## config.mk

```make
export PLATFORM = sky130hd
export DESIGN_NAME = echo_mix_stage
export DESIGN_NICKNAME = d
export VERILOG_FILES = /design/src/rtl/echo_mix_stage.sv
export SDC_FILE = /design/constraint.sdc
export NUM_CORES = 1
export LEC_CHECK = 0
export CAP_MARGIN = 40
export CORE_MARGIN = 1
export CORE_UTILIZATION = 62
export DETAILED_ROUTE_END_ITERATION = 8
export PLACE_DENSITY = 0.87
export SLEW_MARGIN = 20
export SYNTH_ARGS = -nofsm -noshare
export SYNTH_HDL_FRONTEND = slang
export SYNTH_SLANG_ARGS = --single-unit
```

## constraint.sdc

```tcl
create_clock -name clk -period 19 [get_ports clk]
set_clock_uncertainty 0.2 [all_clocks]
set_input_delay 2.85 -clock clk [delete_from_list [all_inputs] [get_ports clk]]
set_output_delay 2.85 -clock clk [all_outputs]
set_load 0.01 [all_outputs]
```

## src/rtl/echo_mix_stage.sv

```systemverilog
// echo_mix_stage: weighted dry/wet mix with mute on tap change; 1-cycle latency, no backpressure.
// Optional wet fade-in ramp after mute is built when ECHO_FADE_EN is defined.
module echo_mix_stage #(
    parameter int MUTE_SAMPLES = 16,
    parameter int FADE_STEP    = 4
) (
    input  logic       clk,
    input  logic       rst_n,
    input  logic       sample_en,
    input  logic [7:0] dry_in,
    input  logic [7:0] wet_in,
    input  logic [1:0] tap_sel,
    input  logic [3:0] mix_gain,
    output logic [7:0] mix_out,
    output logic       mix_valid,
    output logic       muted
);
    localparam int            MW        = $clog2(MUTE_SAMPLES + 1);
    localparam logic [MW-1:0] MUTE_LOAD = MW'(MUTE_SAMPLES);

    typedef enum logic [1:0] {
        ST_RUN  = 2'd0,
        ST_MUTE = 2'd1,
        ST_FADE = 2'd2
    } state_t;

    state_t        r_state;
    logic [1:0]    r_tap_q;
    logic [MW-1:0] r_mute_cnt;
    logic [7:0]    r_mix_out;
    logic          r_mix_valid;
    logic          r_muted;

`ifdef ECHO_FADE_EN
    localparam int            FW        = $clog2(FADE_STEP + 1);
    localparam logic [FW-1:0] FADE_LOAD = FW'(FADE_STEP);
    logic [3:0]    r_ramp;
    logic [FW-1:0] r_fade_cnt;
`else
    localparam int unused_fade_step = FADE_STEP;
`endif

    logic        w_tap_chg;
    logic [3:0]  w_gain_cl;
    logic [3:0]  w_g;
    logic [11:0] w_acc;
    logic        w_unused;

    assign w_tap_chg = (tap_sel != r_tap_q);
    assign w_gain_cl = (mix_gain > 4'd8) ? 4'd8 : mix_gain;

    // Ramp is capped by the live gain so a mid-fade gain cut never over-weights the wet path.
    always_comb begin
        w_g = w_gain_cl;
        case (r_state)
            ST_MUTE: w_g = 4'd0;
`ifdef ECHO_FADE_EN
            ST_FADE: w_g = (r_ramp < w_gain_cl) ? r_ramp : w_gain_cl;
`endif
            default: w_g = w_gain_cl;
        endcase
    end

    assign w_acc    = 12'(dry_in) * 12'(4'd8 - w_g) + 12'(wet_in) * 12'(w_g) + 12'd4;
    assign w_unused = ^{w_acc[11], w_acc[2:0]};

    always_ff @(posedge clk or negedge rst_n) begin
        if (!rst_n) begin
            r_state     <= ST_RUN;
            r_tap_q     <= 2'd0;
            r_mute_cnt  <= '0;
            r_mix_out   <= 8'd0;
            r_mix_valid <= 1'b0;
            r_muted     <= 1'b0;
`ifdef ECHO_FADE_EN
            r_ramp      <= 4'd0;
            r_fade_cnt  <= '0;
`endif
        end else begin
            r_tap_q     <= tap_sel;
            r_mix_valid <= sample_en;
            if (sample_en) begin
                r_mix_out <= w_acc[10:3];
            end
            case (r_state)
                ST_RUN: begin
                    if (w_tap_chg) begin
                        r_state    <= ST_MUTE;
                        r_mute_cnt <= MUTE_LOAD;
                        r_muted    <= 1'b1;
                    end
                end
                ST_MUTE: begin
                    if (w_tap_chg) begin
                        r_mute_cnt <= MUTE_LOAD;
                    end else if (sample_en) begin
                        r_mute_cnt <= r_mute_cnt - 1'b1;
                        if (r_mute_cnt == MW'(1)) begin
`ifdef ECHO_FADE_EN
                            r_state    <= ST_FADE;
                            r_ramp     <= 4'd0;
                            r_fade_cnt <= FADE_LOAD;
`else
                            r_state    <= ST_RUN;
                            r_muted    <= 1'b0;
`endif
                        end
                    end
                end
`ifdef ECHO_FADE_EN
                ST_FADE: begin
                    if (w_tap_chg) begin
                        r_state    <= ST_MUTE;
                        r_mute_cnt <= MUTE_LOAD;
                        r_ramp     <= 4'd0;
                    end else if (r_ramp >= w_gain_cl) begin
                        r_state    <= ST_RUN;
                        r_muted    <= 1'b0;
                    end else if (sample_en) begin
                        if (r_fade_cnt == FW'(1)) begin
                            r_ramp     <= r_ramp + 4'd1;
                            r_fade_cnt <= FADE_LOAD;
                        end else begin
                            r_fade_cnt <= r_fade_cnt - 1'b1;
                        end
                    end
                end
`endif
                default: begin
                    r_state <= ST_RUN;
                    r_muted <= 1'b0;
                end
            endcase
        end
    end

    assign mix_out   = r_mix_out;
    assign mix_valid = r_mix_valid;
    assign muted     = r_muted;

endmodule

```

# Word level (Yosys, flattened, before mapping)
# Cells that the tools add are included.
# Widths: inputs -> output; s select.
[op_classes] multipliers=2 reduce_logical=4 order_cmp=1 eq_ne=8 muxes=16 add_sub_neg=4
[ops] operator="$mux 5" count=3
[ops] operator="$add 11x11->11" count=1
[ops] operator="$add 11x3->11 const B" count=1
[ops] operator="$mul 8x4->11" count=1
[ops] operator="$mul 9x5->11" count=1
[ops] operator="$pmux 5 s2" count=1
[ops] operator="$mux 2" count=4
[ops] operator="$mux 4" count=2
[ops] operator="$ne 2x2->1 const B" count=4
[ops] operator="$eq 5x1->1 const B" count=1
[ops] operator="$sub 4x4->5 const A" count=1
[ops] operator="$sub 5x1->5 const B" count=1
[ops] operator="$gt 4x4->1 const B" count=1
[ops] operator="$mux 1" count=4
[ops] operator="$pmux 2 s2" count=1
[ops] operator="$reduce_and 4->1" count=1
[ops] operator="$ne 3x3->1 const B" count=1
[ops] operator="$reduce_and 3->1" count=1
[ops] operator="$eq 2x1->1 const B" count=1
[ops] operator="$logic_not 2->1" count=1
[ops] operator="$ne 2x2->1" count=1
[ops] operator="$pmux 1 s2" count=1
[ops] operator="$reduce_bool 2->1" count=1
[word_totals] ff_bits=19 wordCells=41

# Depth between registers and ports, before layout
# Gate-level depths: netlist (run 1).
[depth] word_depth=7 depth_mapped=24

# Least setup slack after synthesis (run 1)
# OpenSTA, ideal clock, no wires.
[synth_timing] kind="input-to-reg" start="in mix_gain[3]" end="reg r_mix_out[7] (netlist: mix_out[7])" arrival_ns=8.237 path_stages=22 required_ns=18.676 path_slack_ns=10.439 cell_sequence="nor2_1 > and2_1 > clkbuf_1 > inv_1 > ha_1 > xnor2_1 > nand2_1 > fa_1 > inv_1 > fa_1 > fa_1 > fa_1 > inv_1 > fa_1 > inv_1 > ha_1 > a21o_1 > a21oi_1 > a21oi_1 > o31a_1 > o211a_1 > a211o_1"
[synth_between] elab_chain_len=7 elab_cells_between_ends=8
[synth_lines] element="start: declaration" line_no="13" source="input logic [3:0] mix_gain,"
[synth_lines] element="$gt 4x4->1" line_no="50" source="assign w_gain_cl = (mix_gain > 4'd8) ? 4'd8 : mix_gain;"
[synth_lines] element="$mux 4 (*)" line_no="50"
[synth_lines] element="$mux 4 (*)" line_no="55" source="case (r_state)"
[synth_lines] element="$sub 4x4->5" line_no="64" source="assign w_acc = 12'(dry_in) * 12'(4'd8 - w_g) + 12'(wet_in) * 12'(w_g) + 12'd4;"
[synth_lines] element="$mul 9x5->11" line_no="64"
[synth_lines] element="$add 11x11->11 (*)" line_no="64"
[synth_lines] element="$add 11x3->11 (*)" line_no="64"
[synth_lines] element="end signal: assignment" line_no="83" source="r_mix_out <= w_acc[10:3];"
[synth_lines] element="end: declaration" line_no="30" source="logic [7:0] r_mix_out;"
# Mark *: on every way between the ends. The rest lies on a longest branch, timed or not.
# A chain may end at the register's enable or synchronous reset.

# Worst setup path in the final report (run 1)
# Same ends and word-level chain as after synthesis.

==> results of run 1 <==
## cells in the final DEF, fill, tap and decap left out, drive strengths merged, types with 2 or more instances in the layout
master,n
clkbuf,3
nor4,2
dfrtp,17
xnor2,14
and2,19
mux2,5
nor2,10
nand2,31
o41ai,2
nor3,2
xor2,2
o21ai,3
a21oi,3
o21a,3
and3,18
inv,62
conb,7
clkdlybuf4s50,34
fa,46
ha,30
nand3,6
## layout make-up
cell class              count  area [sq um]  share of cell area
clock inverters             1         5.005            0.001524
flip-flops and latches     17         425.4              0.1295
well taps                  52         65.06             0.01981
clock buffers               3         41.29             0.01257
multi-input cells         213          2167              0.6598
repair buffers             35         347.8              0.1059
inverters                  62         232.7             0.07086
## worst min-delay path by stage
stage	start	end	slack, ps	cells after the start
final	mix_out[6]	mix_out[6]	290	2
after global routing	mix_out[3]	mix_out[3]	330	1
after CTS	mix_out[6]	mix_out[6]	300	2
after detailed placement	mix_out[6]	mix_out[6]	290	2
after global placement	mix_out[1]	mix_out[1]	280	2
after floorplan	r_mute_cnt[1]	r_mute_cnt[1]	300	2
## power by group
group / internal (mW) / switching [mW]
Sequential: 0.0424 / 0.00373
Combinational: 0.0321 / 0.0282
Clock: 0.0145 / 0.0120
## layer usage
metal | vias up | wire, um | GRT usage
li1 | 978 | - | -
met1 | 1026 | 2248 | 0.3132
met2 | 45 | 3004 | 0.4358
met3 | 10 | 182 | 0.04215
met4 | 0 | 131 | 0.07778
met5 | - | 0 | 0
## through the flow
step,cell area (sq um),power [mW]
6_report,3284,0.1329
5_1_grt,3284,0.1433
4_1_cts,3284,0.1344
3_5_place_dp,3238,0.1068
3_3_place_gp,3238,0.1041
2_1_floorplan,2853,0.08107
## state kept, by name (all words and copies together) (netlist names)
signal,count
mix_valid,1
muted,1
r_tap_q,2
r_mute_cnt,5
mix_out,8
## cell families (layout without fill, tap and decap cells)
group | Yosys count | count (layout) | synth area share
buf+inv | 67 | 101 | 0.09183
mux | 5 | 5 | 0.01987
fa+ha+maj | 76 | 76 | 0.4574
other cells | 2 | 7 | 0.002650
simple gates | 90 | 90 | 0.1656
xor+xnor | 17 | 17 | 0.06049
flops | 17 | 17 | 0.1501
compound gates | 18 | 18 | 0.05210
## worst register-to-register path, cell delays in order (launching register included)
cell,delay [ps]
sky130_fd_sc_hd__dfrtp_1,470
sky130_fd_sc_hd__nor2_1,120
sky130_fd_sc_hd__buf_4,210
sky130_fd_sc_hd__and2_1,310
sky130_fd_sc_hd__inv_1,110
sky130_fd_sc_hd__ha_1,200
sky130_fd_sc_hd__xnor2_1,530
sky130_fd_sc_hd__nand2_1,170
sky130_fd_sc_hd__fa_1,570
sky130_fd_sc_hd__inv_1,60
sky130_fd_sc_hd__fa_1,520
sky130_fd_sc_hd__fa_1,440
sky130_fd_sc_hd__fa_1,540
sky130_fd_sc_hd__inv_1,50
sky130_fd_sc_hd__fa_1,550
sky130_fd_sc_hd__inv_1,60
sky130_fd_sc_hd__ha_1,280
sky130_fd_sc_hd__a21o_1,190
sky130_fd_sc_hd__a21oi_1,250
sky130_fd_sc_hd__a21oi_1,140
sky130_fd_sc_hd__o31a_1,280
sky130_fd_sc_hd__o211a_1,220
sky130_fd_sc_hd__a211o_1,220
==> impl_metrics.yaml, run 1 <==
global_route:
  combined_global_route_utilization_of_all_metal_layers: 0.2482
  via_count_of_the_first_global_routing_pass: 2147
  grt_antenna_before_repair: 0
  grt_pass1_wl_um: 9446
  grt_max_degree: 24
  overflow: 0
critical_path:
  slowest_delay_ps: 570
  timing.critical_path.fanout_max: 23
  r2r_start: "muted"
  endpoint_kind: "register"
  critical_path_depth: 23
  worst-setup-path-type: "in -> reg"
  crit_family: "adder cells"
  critical_path_arrival_ps: 9360
  worst_setup_path_start_kind: "input pin"
  cp_cell_sequence: "clkdlybuf4s50_1 -> nor2_1 -> buf_4 -> and2_1 -> inv_1 -> ha_1 -> xnor2_1 -> nand2_1 -> fa_1 -> inv_1 -> fa_1 -> fa_1 -> fa_1 -> inv_1 -> fa_1 -> inv_1 -> ha_1 -> a21o_1 -> a21oi_1 -> a21oi_1 -> o31a_1 -> o211a_1 -> a211o_1"
  critical_path_buf_inv_count: 6
  rr_worst_depth: 22
  critPathMostFrequentCell: "sky130_fd_sc_hd__fa_1"
  crit_end: "mix_out[7]"
  cpMaxStageDelayCell: "sky130_fd_sc_hd__fa_1"
  critPathLaunch: "mix_gain[3]"
  required_ps: 18940
  reg2reg_slack_ps: 12200
  critical_path.reg2reg.endpoint: "mix_out[7]"
final_layout:
  n_fill_cell: 320
  n_antenna_cell: 0
  nets: 433
  layout.cells.non_filler: 383
  post-route-util: 0.7491
  area.growth.synth_to_final_pct: 15.89
  layout_cell_share_with_drive_strength_beyond_1: 0.08157
drt:
  dr.first_iter.drc_count: 153
  vias: 2059
  antenna_violating_nets_post_route: 0
  route.detailed.drc: 0
  drt-wirelength-per-cell_um: 14.54
  detailedRoute.firstPassIterationCount: 4
  drt-total-wl_um: 5567
  avgViaCountPerCell: 5.376
sta:
  fin_hold_ws_ps: 289.4
  max_clock_freq_mhz: 106.2
  slew-limit-headroom: 0.5063
  final.min_clock_period_ps: 9420
  setup_total_negative_slack_ps: 0
  layout_worst_path_cycle_share: 0.4958
  hold_viol_final: 0
  finalMaxSlewViolations: 0
  worst-slew-pin-transition_ps: 738.3
  setup_viol: 0
  setup_ws_ps: 9580
  rsz0062_at_grt: "no"
clocking:
  cts.root.buffer_cell: "sky130_fd_sc_hd__clkbuf_8"
  number_of_buffers_inserted_during_clock_tree_synthesis: 3
  clock_latency_reported_for_the_late_side_of_the_worst_skew_pair_ps: 250
  clkSlewWorstSetupHoldPaths_ps: 60
  cts.repair_timing.setup_buffer_count: 0
  htree_levels: 1
  cts_hold_repair.buffers: 0
  cts.repair.resized: 0
  cts.sink_count: 17
  cts_tree: "done"
  max-clock-path-buffers: 2
yosys:
  postSynth.topFlopCell: "sky130_fd_sc_hd__dfrtp_1"
  synthTopCellsByCount: "sky130_fd_sc_hd__inv_1 (62), sky130_fd_sc_hd__fa_1 (46), sky130_fd_sc_hd__ha_1 (30), sky130_fd_sc_hd__nand2_1 (30), sky130_fd_sc_hd__dfrtp_1 (17)"
  seq_area_frac_synth: 0.1501
  asyncSetResetFlopFracSynth: 1.000
  synth.most_common_cell: "sky130_fd_sc_hd__inv_1"
  netlist.area_leader.share: 0.3249
  synth.area.top_cells: "sky130_fd_sc_hd__fa_1 (32%), sky130_fd_sc_hd__dfrtp_1 (15%), sky130_fd_sc_hd__ha_1 (13%)"
  dominant_cell_type_by_area_after_synthesis: "sky130_fd_sc_hd__fa_1"
  postSynthCellCount: 292
  synth-warning-count: 0
  synth_edf_count: 0
  count_of_unique_library_cells_instantiated_by_yosys: 38
  synth_area_per_cell_sq_um: 9.705
  netlist_area_sq_um: 2834
  postSynthRegisterBits: 17
floorplan:
  chipWidth_um: 69.61
  core_region_area_sq_um: 4384
  die_height_um: 69.61
  ios: 35
  floorplan.initialDensity: 0.6464
  floorplan.die_area_sq_um: 4846
  rows: 24
power:
  peakVddDrop_v: 0.00005006
  leakage_nw: 1.688
  power.density_cell_area_nw_per_um2: 40.46
place:
  portBuffers: 34
  pre_cts_slack_ps: 9380
  routabilityCongestion: 0.8510
  hpwl_um: 4837
  dp_cells: 379
min_path:
  hold_path.class: "reg -> reg"
flow_run:
  cap_viol_max_count: 0
run_status:
  outcome: "finished, final reports clean"
Power figures use the tool's default switching activity.
==> run 2: changes to the inputs <==
--- a/config.mk
+++ b/config.mk
@@ -7,9 +7,9 @@
 export LEC_CHECK = 0
 export CAP_MARGIN = 40
 export CORE_MARGIN = 1
-export CORE_UTILIZATION = 62
+export CORE_UTILIZATION = 52
 export DETAILED_ROUTE_END_ITERATION = 8
-export PLACE_DENSITY = 0.87
+export PLACE_DENSITY = 0.77
 export SLEW_MARGIN = 20
 export SYNTH_ARGS = -nofsm -noshare
 export SYNTH_HDL_FRONTEND = slang
==> constraint.sdc (replaced) <==
create_clock -name clk -period 8.25 [get_ports clk]
set_clock_uncertainty 0.2 [all_clocks]
set_input_delay 1.2375 -clock clk [delete_from_list [all_inputs] [get_ports clk]]
set_output_delay 1.2375 -clock clk [all_outputs]
set_load 0.01 [all_outputs]
==> run 2 against run 1 <==
Combinational power increased by 130%. Sequential power increased by 130%. Total power increased by 130%. Global-route usage decreased by 3.8 points. Design area increased by 0.88%. Core utilization decreased by 11 points. Critical path depth decreased by 1. Die area increased by 19%. Count of clock-buffer cells in the layout increased by 1. Sequential share of layout area decreased by 0.11 points. Clock power increased by 140%. Highest routed layer unchanged.
==> impl_metrics.yaml, run 2 (synthesis results as in run 1) <==
run_status:
  outcome: "finished, final reports clean"
clocking:
  cts.repair.resized: 0
  clock_latency_reported_for_the_late_side_of_the_worst_skew_pair_ps: 250
  cts.root.buffer_cell: "sky130_fd_sc_hd__clkbuf_8"
  cts.repair_timing.setup_buffer_count: 0
  clkSlewWorstSetupHoldPaths_ps: 70
  cts.sink_count: 17
  number_of_buffers_inserted_during_clock_tree_synthesis: 3
  cts_hold_repair.buffers: 0
  cts_tree: "done"
  max-clock-path-buffers: 2
  htree_levels: 1
final_layout:
  mostFrequentLayoutCell: "sky130_fd_sc_hd__inv_1"
  nets: 434
  layout_cell_share_with_drive_strength_beyond_1: 0.08133
  n_antenna_cell: 0
  max_reg_flops: 8
  layout.cells.non_filler: 402
  final_cell_mix: "sky130_fd_sc_hd__inv_1 (62), sky130_fd_sc_hd__fa_1 (46), sky130_fd_sc_hd__clkdlybuf4s50_1 (34)"
  area.growth.synth_to_final_pct: 16.91
  n_fill_cell: 449
sta:
  slew-limit-headroom: 0.4972
  finalMaxSlewViolations: 0
  setup_total_negative_slack_ps: 0
  final.min_clock_period_ps: 7571
  setup_viol: 0
  layout_worst_path_cycle_share: 0.9176
  rsz0062_at_grt: "no"
  max_clock_freq_mhz: 132.1
  worst-slew-pin-transition_ps: 751.8
  hold_viol_final: 0
global_route:
  grt_pass1_wl_um: 9045
  via_count_of_the_first_global_routing_pass: 2091
  combined_global_route_utilization_of_all_metal_layers: 0.2099
  grt_antenna_before_repair: 0
  overflow: 0
  grt_max_degree: 23
drt:
  drt-wirelength-per-cell_um: 13.62
  antenna_violating_nets_post_route: 0
  vias: 2036
  drt-total-wl_um: 5474
  dr.first_iter.drc_count: 98
  avgViaCountPerCell: 5.065
  detailedRoute.firstPassIterationCount: 5
  route.detailed.drc: 0
critical_path:
  worst_setup_path_start_kind: "input pin"
  required_ps: 8200
  worst-setup-path-type: "in -> reg"
  timing.critical_path.fanout_max: 8
  critical_path_arrival_ps: 7520
  endpoint_kind: "register"
place:
  dp_cells: 398
  routabilityCongestion: 0.8459
  hpwl_um: 4700
  portBuffers: 34
floorplan:
  floorplan.initialDensity: 0.5479
  ios: 35
  rows: 26
  core_region_area_sq_um: 5172
  die_height_um: 75.83
  floorplan.die_area_sq_um: 5749
  chipWidth_um: 75.83
power:
  leakage_nw: 1.690
  peakVddDrop_v: 0.00009805
  power.density_cell_area_nw_per_um2: 92.57
min_path:
  hold_path.class: "reg -> reg"
flow_run:
  cap_viol_max_count: 0
-- run 2: changes by cell type in the layout (fill, tap and decap cells not counted), sizes merged --
cell / delta
buf: +1
clkbuf: +1
clkinv: -1
-- run 2: power by group --
group          internal (mW)  total [mW]  switching (mW)
Combinational         0.0738       0.138          0.0641
Clock                 0.0343      0.0631          0.0288
Sequential            0.0976       0.106         0.00808
-- run 2: final cells by class --
cell class,count,area [sq um],area share
Clock buffer,4,45.04,0.01360
Inverter,62,232.7,0.07024
Multi-Input combinational cell,213,2167,0.6541
Sequential cell,17,425.4,0.1284
Tap cell,70,87.58,0.02644
Timing Repair Buffer,36,355.3,0.1073
-- run 2: path summary, 6_finish.rpt --
| path | startpoint | endpoint | slack, ps | cells after the start |
|---|---|---|---|---|
| min in group asynchronous | rst_n | r_tap_q[1] | 1220 | 1 |
| max reg2reg | muted | mix_out[7] | 1660 | 21 |
| max in group asynchronous | rst_n | mix_out[6] | 6150 | 1 |
| min | mix_out[6] | mix_out[6] | 290 | 2 |
| max | mix_gain[3] | mix_out[7] | 680 | 22 |
| min reg2reg | mix_out[6] | mix_out[6] | 290 | 2 |
-- run 2: critical path: stages --
cell and delay (ps):
sky130_fd_sc_hd__clkdlybuf4s50_1 470, sky130_fd_sc_hd__nor2_1 150, sky130_fd_sc_hd__and2_1 320, sky130_fd_sc_hd__inv_1 120
sky130_fd_sc_hd__ha_1 220, sky130_fd_sc_hd__xnor2_1 550, sky130_fd_sc_hd__nand2_1 170, sky130_fd_sc_hd__fa_1 550
sky130_fd_sc_hd__inv_1 50, sky130_fd_sc_hd__fa_1 520, sky130_fd_sc_hd__fa_1 450, sky130_fd_sc_hd__fa_1 540
sky130_fd_sc_hd__inv_1 50, sky130_fd_sc_hd__fa_1 550, sky130_fd_sc_hd__inv_1 60, sky130_fd_sc_hd__ha_1 280
sky130_fd_sc_hd__a21o_1 180, sky130_fd_sc_hd__a21oi_1 230, sky130_fd_sc_hd__a21oi_1 130, sky130_fd_sc_hd__o31a_1 270
sky130_fd_sc_hd__o211a_1 200, sky130_fd_sc_hd__a211o_1 210
-- run 2: stage by stage --
stage          area [sq um]  setup slack (ps)  hold slack (ps)    util  total power, mW
2_1_floorplan          2853              1301            302.9       -           0.1867
3_5_place_dp           3268             452.6            278.0  0.6318           0.2448
4_1_cts                3313             720.5            296.7  0.6405           0.3099
3_3_place_gp           3268             732.2            283.7  0.6318           0.2421
5_1_grt                3313             331.4            309.2  0.6405           0.3296
6_report               3313             679.4            289.7  0.6405           0.3067
-- run 2: routing by layer --
metal / GRT usage / wire length (um) / share of wire
met5: 0 / 0 / 0
met4: 0.05350 / 86 / 0.016
met3: 0.03704 / 184 / 0.034
met2: 0.3481 / 2812 / 0.51
met1: 0.2863 / 2391 / 0.44
==> run 3: changes to the inputs <==
--- a/config.mk
+++ b/config.mk
@@ -6,10 +6,10 @@
 export NUM_CORES = 1
 export LEC_CHECK = 0
 export CAP_MARGIN = 40
-export CORE_MARGIN = 1
-export CORE_UTILIZATION = 52
+export CORE_MARGIN = 2
+export CORE_UTILIZATION = 62
 export DETAILED_ROUTE_END_ITERATION = 8
-export PLACE_DENSITY = 0.77
+export PLACE_DENSITY = 0.87
 export SLEW_MARGIN = 20
 export SYNTH_ARGS = -nofsm -noshare
 export SYNTH_HDL_FRONTEND = slang
==> constraint.sdc (replaced) <==
create_clock -name clk -period 9.2 [get_ports clk]
set_clock_uncertainty 0.2 [all_clocks]
set_input_delay 1.38 -clock clk [delete_from_list [all_inputs] [get_ports clk]]
set_output_delay 1.38 -clock clk [all_outputs]
set_load 0.01 [all_outputs]
==> run 3 against run 2 <==
Via count increased by 0.69%. Global-route usage increased by 3.7 points. Flip-flop and latch count unchanged. Worst setup slack improved by 740 ps. Wire length increased by 4.2%. Non-clock buffer count decreased by 1. Register-to-register slack improved by 890 ps. Total power decreased by 10%. Hold slack improved by 5.3 ps. Die area decreased by 11%. Core utilization increased by 11 points. Critical path depth increased by 1.
==> impl_metrics.yaml, run 3 (synthesis results as in run 1) <==
run_status:
  outcome: "finished, final reports clean"
power:
  power.density_cell_area_nw_per_um2: 84.01
  leakage_nw: 1.688
  peakVddDrop_v: 0.0001144
global_route:
  grt_pass1_wl_um: 9666
  grt_max_degree: 24
  combined_global_route_utilization_of_all_metal_layers: 0.2465
  grt_antenna_before_repair: 0
  via_count_of_the_first_global_routing_pass: 2128
  overflow: 0
clocking:
  clkSlewWorstSetupHoldPaths_ps: 70
  cts.root.buffer_cell: "sky130_fd_sc_hd__clkbuf_8"
  cts_hold_repair.buffers: 0
  number_of_buffers_inserted_during_clock_tree_synthesis: 3
  max-clock-path-buffers: 2
  cts.repair_timing.setup_buffer_count: 0
  htree_levels: 1
  cts_tree: "done"
  clock_latency_reported_for_the_late_side_of_the_worst_skew_pair_ps: 260
  cts.sink_count: 17
  cts.repair.resized: 0
critical_path:
  crit_family: "adder cells"
  required_ps: 9150
  critPathLaunch: "mix_gain[3]"
  critical_path_buf_inv_count: 6
  r2r_start: "muted"
  critPathMostFrequentCell: "sky130_fd_sc_hd__fa_1"
  critical_path_arrival_ps: 7730
  cpMaxStageDelayCell: "sky130_fd_sc_hd__fa_1"
  timing.critical_path.fanout_max: 23
  worst_setup_path_start_kind: "input pin"
  slowest_delay_ps: 560
  worst-setup-path-type: "in -> reg"
  endpoint_kind: "register"
  cp_cell_sequence: "clkdlybuf4s50_1 -> nor2_1 -> buf_4 -> and2_1 -> inv_1 -> ha_1 -> xnor2_1 -> nand2_1 -> fa_1 -> inv_1 -> fa_1 -> fa_1 -> fa_1 -> inv_1 -> fa_1 -> inv_1 -> ha_1 -> a21o_1 -> a21oi_1 -> a21oi_1 -> o31a_1 -> o211a_1 -> a211o_1"
sta:
  setup_ws_ps: 1420
  worst-slew-pin-transition_ps: 726.4
  hold_viol_final: 0
  setup_total_negative_slack_ps: 0
  finalMaxSlewViolations: 0
  layout_worst_path_cycle_share: 0.8456
  slew-limit-headroom: 0.5142
  final.min_clock_period_ps: 7780
  max_clock_freq_mhz: 128.5
  setup_viol: 0
  rsz0062_at_grt: "no"
drt:
  detailedRoute.firstPassIterationCount: 4
  dr.first_iter.drc_count: 120
  drt-wirelength-per-cell_um: 14.89
  route.detailed.drc: 0
  vias: 2050
  avgViaCountPerCell: 5.352
  antenna_violating_nets_post_route: 0
  drt-total-wl_um: 5704
place:
  hpwl_um: 4863
  pre_cts_slack_ps: 1179
  routabilityCongestion: 0.8879
  portBuffers: 34
floorplan:
  rows: 24
  floorplan.initialDensity: 0.6464
  ios: 35
  chipWidth_um: 71.61
  floorplan.die_area_sq_um: 5128
  die_height_um: 71.61
  core_region_area_sq_um: 4384
min_path:
  hold_path.class: "reg -> reg"
  timing.hold.worst.start: "mix_out[6]"
final_layout:
  multi_input_combinational_cell_area_sq_um: 2167
  area.growth.synth_to_final_pct: 15.89
  layout_cell_share_with_drive_strength_beyond_1: 0.08157
  seq_area_sq_um: 425.4
  final_cell_mix: "sky130_fd_sc_hd__inv_1 (62), sky130_fd_sc_hd__fa_1 (46), sky130_fd_sc_hd__clkdlybuf4s50_1 (34)"
  n_antenna_cell: 0
  max_reg_flops: 8
  nets: 433
  mostFrequentLayoutCell: "sky130_fd_sc_hd__inv_1"
  n_fill_cell: 324
flow_run:
  cap_viol_max_count: 0
[run 3: changes by cell type in the layout (fill, tap and decap cells not counted), sizes merged]
cell,before,now
clkbuf,4,3
clkinv,0,1
buf,2,1
[run 3: report_power, final]
part,internal [mW],switching [mW]
Sequential,0.0876,0.00751
Combinational,0.0661,0.0590
Clock,0.0301,0.0255
Total,0.184,0.0921
[run 3: path summary, 6_finish.rpt]
path | to | slack (ps) | depth (start not counted)
max in group asynchronous | muted | 6990 | 1
min in group asynchronous | r_tap_q[1] | 1360 | 1
worst max-delay path | mix_out[7] | 1420 | 23
worst min register to register | mix_out[6] | 290 | 2
worst max register to register | mix_out[7] | 2550 | 22
worst min-delay path | mix_out[6] | 290 | 2
[run 3: stage by stage]
stage,total power [mW],std cells,hold slack [ps],util,area [sq um]
final,0.2759,383,295.0,0.7491,3284
after floorplan,0.1674,297,302.9,-,2853
after CTS,0.2782,383,298.5,0.7491,3284
after global routing,0.2955,383,327.2,0.7491,3284
after global placement,0.2150,379,276.0,0.7386,3238
after detailed placement,0.2203,379,284.0,0.7386,3238
[run 3: area by class of cell]
| class | count | share of cell area |
|---|---|---|
| tap | 52 | 0.01981 |
| clock inverter | 1 | 0.001524 |
| multi-input combinational | 213 | 0.6598 |
| inverter | 62 | 0.07086 |
| sequential | 17 | 0.1295 |
| timing repair buffer | 35 | 0.1059 |
| clock buffer | 3 | 0.01257 |
[run 3: tightest hold or removal path, cell delays in order, from the launching register on]
cell and delay (ps):
sky130_fd_sc_hd__dfrtp_1 350, sky130_fd_sc_hd__nand2_1 60, sky130_fd_sc_hd__o31ai_1 60
[run 3: metal layers]
metal | vias up | GRT usage | wire, um
li1 | 975 | - | -
met1 | 1008 | 0.3248 | 2361
met2 | 48 | 0.4218 | 3016
met3 | 19 | 0.02954 | 154
met4 | 0 | 0.09015 | 172
met5 | - | 0 | 0
